**src/rtl/mix_pkg.sv**
```systemverilog
// rtl/mix_pkg.sv - shared state encoding, default parameters and finisher lane constants for mix_pipe
package mix_pkg;

    typedef enum logic [1:0] {
        IDLE = 2'd0,
        RUN  = 2'd1,
        FIN  = 2'd2,
        HOLD = 2'd3
    } state_t;

    localparam int DEF_N      = 8;
    localparam int DEF_W      = 32;
    localparam int DEF_ROUNDS = 4;
    localparam int DEF_SHIFT  = 16;

    function automatic int lane_mul(input int i);
        return 2 * i + 3;
    endfunction

    function automatic int lane_add(input int i);
        return i;
    endfunction

endpackage

```
**src/rtl/mix_round.sv**
```systemverilog
// rtl/mix_round.sv - one combinational add/xor/shift mixing round across all lanes
module mix_round
    import mix_pkg::*;
#(
    parameter int N     = DEF_N,
    parameter int W     = DEF_W,
    parameter int SHIFT = DEF_SHIFT
) (
    input  logic [N*W-1:0] s_i,
    output logic [N*W-1:0] s_o
);

    for (genvar i = 0; i < N; i++) begin : g_lane
        localparam int PREV = (i + N - 1) % N;
        localparam int NEXT = (i + 1) % N;

        logic [W-1:0] cur;
        logic [W-1:0] prv;
        logic [W-1:0] nxt;

        assign cur = s_i[i*W +: W];
        assign prv = s_i[PREV*W +: W];
        assign nxt = s_i[NEXT*W +: W];

        // All operands are W bits wide, so the shift drops the high bits as intended.
        assign s_o[i*W +: W] = (cur + prv) ^ (nxt << SHIFT);
    end

endmodule

```
**src/rtl/mix_pipe.sv**
```systemverilog
// rtl/mix_pipe.sv - handshaked multi-round lane mixer; MIX_FINAL_MUL_EN adds the multiply-add finisher stage
module mix_pipe
    import mix_pkg::*;
#(
    parameter int N      = DEF_N,
    parameter int W      = DEF_W,
    parameter int ROUNDS = DEF_ROUNDS,
    parameter int SHIFT  = DEF_SHIFT
) (
    input  logic           clk,
    input  logic           rst_n,
    input  logic           in_valid,
    output logic           in_ready,
    input  logic [N*W-1:0] in_data,
    output logic           out_valid,
    input  logic           out_ready,
    output logic [N*W-1:0] out_data,
    output logic           busy
);

    localparam int RW = $clog2(ROUNDS + 1);

    state_t          state_q, state_d;
    logic [RW-1:0]   rnd_q, rnd_d;
    logic [N*W-1:0]  s_q, s_d;
    logic [N*W-1:0]  load_v;
    logic [N*W-1:0]  round_v;
    logic            accept;

    mix_round #(.N(N), .W(W), .SHIFT(SHIFT)) u_round (
        .s_i (s_q),
        .s_o (round_v)
    );

    always_comb begin
        load_v = '0;
        for (int i = 0; i < N; i++) begin
            load_v[i*W +: W] = in_data[i*W +: W] + W'(i);
        end
    end

`ifdef MIX_FINAL_MUL_EN
    logic [N*W-1:0] fin_v;

    always_comb begin
        fin_v = '0;
        for (int i = 0; i < N; i++) begin
            fin_v[i*W +: W] = s_q[i*W +: W] * W'(lane_mul(i)) + W'(lane_add(i));
        end
    end
`endif

    // HOLD with out_ready can take the next vector on the hand-off edge, so no bubble.
    assign in_ready  = (state_q == IDLE) || ((state_q == HOLD) && out_ready);
    assign accept    = in_valid && in_ready;
    assign out_valid = (state_q == HOLD);
    assign out_data  = (state_q == HOLD) ? s_q : '0;
    assign busy      = (state_q == RUN) || (state_q == FIN);

    always_comb begin
        state_d = state_q;
        rnd_d   = rnd_q;
        s_d     = s_q;
        case (state_q)
            IDLE: begin
                if (accept) begin
                    s_d     = load_v;
                    rnd_d   = '0;
                    state_d = RUN;
                end
            end
            RUN: begin
                s_d   = round_v;
                rnd_d = rnd_q + RW'(1);
                if (rnd_q == RW'(ROUNDS - 1)) begin
`ifdef MIX_FINAL_MUL_EN
                    state_d = FIN;
`else
                    state_d = HOLD;
`endif
                end
            end
`ifdef MIX_FINAL_MUL_EN
            FIN: begin
                s_d     = fin_v;
                state_d = HOLD;
            end
`endif
            HOLD: begin
                if (accept) begin
                    s_d     = load_v;
                    rnd_d   = '0;
                    state_d = RUN;
                end else if (out_ready) begin
                    state_d = IDLE;
                end
            end
            default: state_d = IDLE;
        endcase
    end

    always_ff @(posedge clk) begin
        if (!rst_n) begin
            state_q <= IDLE;
            rnd_q   <= '0;
            s_q     <= '0;
        end else begin
            state_q <= state_d;
            rnd_q   <= rnd_d;
            s_q     <= s_d;
        end
    end

endmodule

```
**config.mk**
```make
export PLATFORM = sky130hd
export DESIGN_NAME = mix_pipe
export DESIGN_NICKNAME = d
export VERILOG_FILES = /design/src/rtl/mix_pkg.sv /design/src/rtl/mix_round.sv /design/src/rtl/mix_pipe.sv
export SDC_FILE = /design/constraint.sdc
export NUM_CORES = 2
export LEC_CHECK = 0
export CORE_ASPECT_RATIO = 1.5
export CORE_UTILIZATION = 50
export DETAILED_ROUTE_END_ITERATION = 12
export GPL_TIMING_DRIVEN = 0
export PLACE_DENSITY = 0.79
export SYNTH_ARGS = -nofsm -noshare
export SYNTH_HDL_FRONTEND = slang
export SYNTH_HIERARCHICAL = 1
export SYNTH_SLANG_ARGS = --single-unit
export TNS_END_PERCENT = 30
```
**constraint.sdc**
```tcl
create_clock -name clk -period 2.9 [get_ports clk]
set_input_delay 0.29 -clock clk [delete_from_list [all_inputs] [get_ports clk]]
set_output_delay 0.29 -clock clk [all_outputs]
set_load 0.02 [all_outputs]
```
# ---- After elaboration in Yosys (flattened, before gate mapping)
# Cells that the tools add are included.
dict set report totals {
  ff_bits 261
  output_inout_bits 259
  wordCells 54
}
dict set report op_classes {
  n_addsub 16
  eq_ne 8
  n_mux 10
  bitwise_logic 8
  reduce_logical 9
}
# op count
set op_table {}
lappend op_table {{$mux W256} 2}
lappend op_table {{$pmux W256 S2} 1}
lappend op_table {{$add A32 B32 Y32} 8}
lappend op_table {{$xor A32 B32 Y32} 8}
lappend op_table {{$add A32 B3 Y32 const B} 4}
lappend op_table {{$add A32 B2 Y32 const B} 2}
lappend op_table {{$add A32 B1 Y32 const B} 1}
lappend op_table {{$mux W2} 4}
lappend op_table {{$pmux W2 S3} 1}
lappend op_table {{$pmux W3 S2} 1}
lappend op_table {{$eq A2 B2 Y1 const B} 2}
lappend op_table {{$ne A2 B1 Y1 const B} 2}
lappend op_table {{$add A3 B1 Y3 const B} 1}
lappend op_table {{$eq A3 B2 Y1 const B} 1}
lappend op_table {{$mux W3} 1}
lappend op_table {{$ne A3 B1 Y1 const B} 1}
lappend op_table {{$reduce_and A3 Y1} 1}
lappend op_table {{$eq A2 B1 Y1 const B} 1}
lappend op_table {{$logic_and A1 B1 Y1} 2}
lappend op_table {{$logic_not A2 Y1} 1}
lappend op_table {{$logic_or A1 B1 Y1} 2}
lappend op_table {{$ne A2 B2 Y1 const B} 1}
lappend op_table {{$reduce_and A2 Y1} 1}
lappend op_table {{$reduce_bool A2 Y1} 1}
lappend op_table {{$reduce_or A2 Y1} 1}

# ---- Logic depth before layout (Yosys ltp)
dict set report logic_depth {
  word_depth 6
  ltp_mapped 15
}

# ---- Modules after synthesis
# Netlist, hierarchy kept.
# module n_inst cells_per_inst area_per_inst_um2
set modules_own_cells {}
lappend modules_own_cells {mix_pipe 1 2268 17471.8}
lappend modules_own_cells {mix_round 1 1838 13347.8}

# ---- Least setup slack after synthesis
# No wires, ideal clock.
dict set report synth_timing {
  path_kind {flip-flop to flip-flop}
  from {register s_q[64]}
  to {register s_q[126]}
  arrival_ns 3.023
  setup_slack_ns -0.219
  stages_incl_launch_ff 14
  synth_period_minus_slack_ns 3.119
  path_cell_list {dfxtp_1 ha_1 fa_1 a21o_1 a21o_1 a21oi_1 o21ai_0 nand3_1 or3b_1 a211oi_1 o21ai_1 xnor2_1 mux2i_1 a221oi_1}
}
dict set report synth_via {
  elab_chain_len 3
}
# element line_no
set synth_rtl {}
lappend synth_rtl {{start, declared} mix_pipe.sv:25} ;# logic [N*W-1:0] s_q, s_d;
lappend synth_rtl {{start signal, assigned} mix_pipe.sv:106} ;# s_q <= '0;
lappend synth_rtl {{start signal, assigned} mix_pipe.sv:110} ;# s_q <= s_d;
lappend synth_rtl {{$add A32 B32 Y32} mix_round.sv:26} ;# assign s_o[i*W +: W] = (cur + prv) ^ (nxt << SHIFT);
lappend synth_rtl {{$xor A32 B32 Y32} mix_round.sv:26}
lappend synth_rtl {{net round_v[126]} mix_pipe.sv:27} ;# logic [N*W-1:0] round_v;
lappend synth_rtl {{$pmux W256 S2} mix_pipe.sv:64} ;# case (state_q)
# The timed path passes the listed nets, and every way through them passes these cells.
# A chain may end at the register's enable or synchronous reset.

# ---- Final worst setup path
dict set report layout_timing {
  from {register s_q[228]}
  to {register s_q[252]}
}
# Same word-level chain as after synthesis.

==> results.md <==
- Number of inserted filler cells in the final layout: 5090
- Area of the placeable core: 0.0610 mm²
- CTS root buf: sky130_fd_sc_hd__clkbuf_16
- Post-Route Setup TNS: -21610 ps
- Fraction of final layout cells sized beyond drive strength 1: 16.2%
- Minimum clock period after layout: 3350 ps
- Unrepaired setup endpoints after global routing: yes
- Result of the run: finished with violations
- Number of standard cells after synthesis: 4106
- Peak clock frequency supported by timing: 0.298 GHz
- Hold depth: 4
- Net count reported at finish: 5343
- Critical path capture point type: flip-flop
- Static leakage power: 17.1 nW
- Avg Inst Size Synth: 7.51 µm²
- Area of the multi-input gates: 0.0267 mm²
- Met3 routing resource usage after global routing: 16.7%
- Remaining DRCs: 0
- Pin count of the biggest net entering global routing: 13
- Main area contributors after synthesis: sky130_fd_sc_hd__dfxtp_1 (17%), sky130_fd_sc_hd__ha_1 (11%), sky130_fd_sc_hd__xnor2_1 (10%)
- Initial antenna violation count: 21
- Pre-Repair DR Iteration Count: 9
- Most common library cell in the layout ignoring fill and taps: sky130_fd_sc_hd__clkdlybuf4s50_1
- Total GRT Usage: 53.9%
- IO Pins: 519
- Actual slew at the worst max-slew pin: 1760 ps
- Skew-Pair Late Insertion Delay: 590 ps
- CP startpoint kind: flip-flop
- Startpoint of the tightest hold check path: in_data[39]
- Number of standard-cell rows in the floorplan: 111
- Area share of the leading cell type in the synthesized netlist: 17.0%
- Total power of the final layout: 0.0450 W
- Violated checks: capacitance limit, slew limit, setup timing
- Tightest Hold Check Type: input pin to flip-flop
- Reg area: 0.00561 mm²
- Inst Count DP: 5412
- Most frequent cells in the layout: sky130_fd_sc_hd__clkdlybuf4s50_1 (507), sky130_fd_sc_hd__nand2_1 (378), sky130_fd_sc_hd__a21oi_1 (355)
- Area enclosed by the die boundary: 0.0627 mm²
- Bufs on Longest Clock Path: 3
- Clk slew on worst S/H paths: 60 ps
- Period utilization: 116%
- Maximum fanout count along the critical path: 5
- Count of distinct cell types in the synthesized netlist: 96
- Final hold violation count: 0
- Required time of the critical path: 3360 ps
- Highest-utilization routing layer at the global route stage: met2
- Final cell count without fillers: 5651
- CTS tree: built
- Sequential area share after synthesis: 17.0%
- Total of buffers placed on input and output ports: 515
- Slew margin rel.: -17.5%
- Number of max-slew violations in the final report: 44
- Routed WL per cell: 31.6 µm
- Library cell with the largest summed area after synthesis: sky130_fd_sc_hd__dfxtp_1
- Synth-to-layout area growth: 37.4%
- Die Width: 205 µm
- CTS HTree Levels: 2
- HPWL after detailed placement: 130 mm
- Critical Setup Path Class: flip-flop to flip-flop
- Remaining number of nets flagged by the antenna check after routing: 0
- First-pass GRT wire length: 244 mm
- Starting density of the core: 50.5%
- Number of global-route vias before repair: 35900
- Total power density per cell area: 1060 mW/mm²
- Number of synthesized flops with an enable pin: 0
- Number of sinks on the clock net: 261
- Arrival @ worst endpoint: 3810 ps
- Synthesis Warnings: 6
- Synth Net Count: 4635
- Synth Flop Type: sky130_fd_sc_hd__dfxtp_1
- Worst r2r path cells: 11
- Maximum vdd drop: 1.04 mV
- Critical Path Start: s_q[228]$_SDFFE_PN0P_
- Reg-to-reg startpoint: s_q[228]$_SDFFE_PN0P_
- Fraction of registers with async set/reset: 0%
- Overall via count from detail_route: 39200
- Vias per inst: 6.94
- Number of synthesized register bits: 261
- Final worst-path setup slack: -450 ps
- Final setup vio count: 258
- Remaining Overflow, GRT: 0
- CTS Buf Count: 34
- Met1 demand-to-capacity share in global routing: 57.5%
- DIE HEIGHT: 306 µm
- Post-detailed-routing wire length: 179 mm
- First-iteration detailed-routing DRC count: 5063
- Post-place instance area: 0.0371 mm²
- Post-route worst hold slack: 278 ps
- Post-Syn Area: 0.0308 mm²
- Weighted congestion at the end of routability-driven global placement: 1.07
- Number of max-cap violations: 4
- # hold bufs at CTS: 0
- Final design instance area without fill: 0.0423 mm²
- Fraction of met2 tracks used by global routing: 80.9%
- Setup skew after layout: 29.0 ps
## path summary, 6_finish.rpt
path                                 to  slack [ps]
setup / recovery  s_q[252]$_SDFFE_PN0P_        -450
setup reg to reg  s_q[252]$_SDFFE_PN0P_        -450
hold / removal     s_q[44]$_SDFFE_PN0P_         280
hold reg to reg   rnd_q[1]$_SDFFE_PN0P_         480
## state kept, by name, indices dropped and copies added (netlist names)
name     flops
state_q      2
s_q        256
rnd_q        3
## stage by stage
step,setup WS [ps],utilization (%)
2_1_floorplan,-40.2,-
3_3_place_gp,-1080,60.8
3_5_place_dp,-1120,60.8
4_1_cts,-316,66.0
5_1_grt,-451,69.4
6_report,-450,69.5
## synthesized netlist by cell type (all sizes together) (5+ instances only)
master,n
nand2b,35
ha,261
a41oi,8
fa,8
o21bai,38
inv,68
o21ai,189
nand3,142
dfxtp,261
a311oi,8
o21a,23
nor4,40
or4,6
nor3,80
a221oi,60
and2,276
xnor2,357
o31ai,13
and3,73
or3,9
nor2,219
buf,28
a211o,8
a31oi,40
o22ai,27
a21o,140
a22oi,14
nor2b,26
nand2,388
o2111ai,5
o211a,5
o211ai,38
and4,27
clkbuf,189
a21boi,6
a211oi,92
a21oi,409
xor2,195
nand3b,14
nand4,97
o221ai,18
o31a,7
mux2i,105
## cell families after synthesis
kind of cell,after synthesis,share of synthesized area (%)
buf+inv,286,3.73
mux,105,3.41
flops,261,17.0
simple gates,1448,24.3
xor+xnor,552,15.7
fa+ha+maj,269,11.1
compound gates,1185,24.8
## power breakdown
group	switching [W]	internal, W	leakage [nW]
Sequential	0.00441	0.00541	2.23
Clock	0.00199	0.00296	0.605
Combinational	0.0187	0.0116	14.3
Total	0.0251	0.0199	17.1
## area by class of cell
| cell class | count | share of cell area (%) |
|---|---|---|
| antenna | 21 | 0.124 |
| buffer | 212 | 2.51 |
| clock buffer | 49 | 2.38 |
| clock inverter | 12 | 0.523 |
| inverter | 68 | 0.603 |
| multi-input combinational | 3559 | 62.9 |
| sequential | 261 | 13.2 |
| tap | 791 | 2.34 |
| timing repair buffer | 678 | 15.3 |
## critical path: stages, from the launching register on
cell and delay (ps):
sky130_fd_sc_hd__dfxtp_2 510, sky130_fd_sc_hd__ha_1 360, sky130_fd_sc_hd__a21oi_1 230, sky130_fd_sc_hd__o21ai_2 120
sky130_fd_sc_hd__o21ba_4 220, sky130_fd_sc_hd__a221o_1 380, sky130_fd_sc_hd__a211oi_4 300, sky130_fd_sc_hd__o311a_1 270
sky130_fd_sc_hd__a31oi_2 140, sky130_fd_sc_hd__xnor2_2 320, sky130_fd_sc_hd__mux2i_1 140, sky130_fd_sc_hd__a221oi_1 240
## routing by layer
metal  vias to the layer above  routed length (µm)  share of wire, %
met1                     18200               58000                32
met5                         -                  74             0.041
met4                        10               22800                13
met3                      1186               22900                13
met2                      3372               75000                42
li1                      16400                   -                 -
## timing repair
action	CTS	global route
setup buffers	73	91
pin swaps	113	178
gates resized for setup	424	363
setup endpoints to repair	515	493
(Power assumes the default switching activity.)
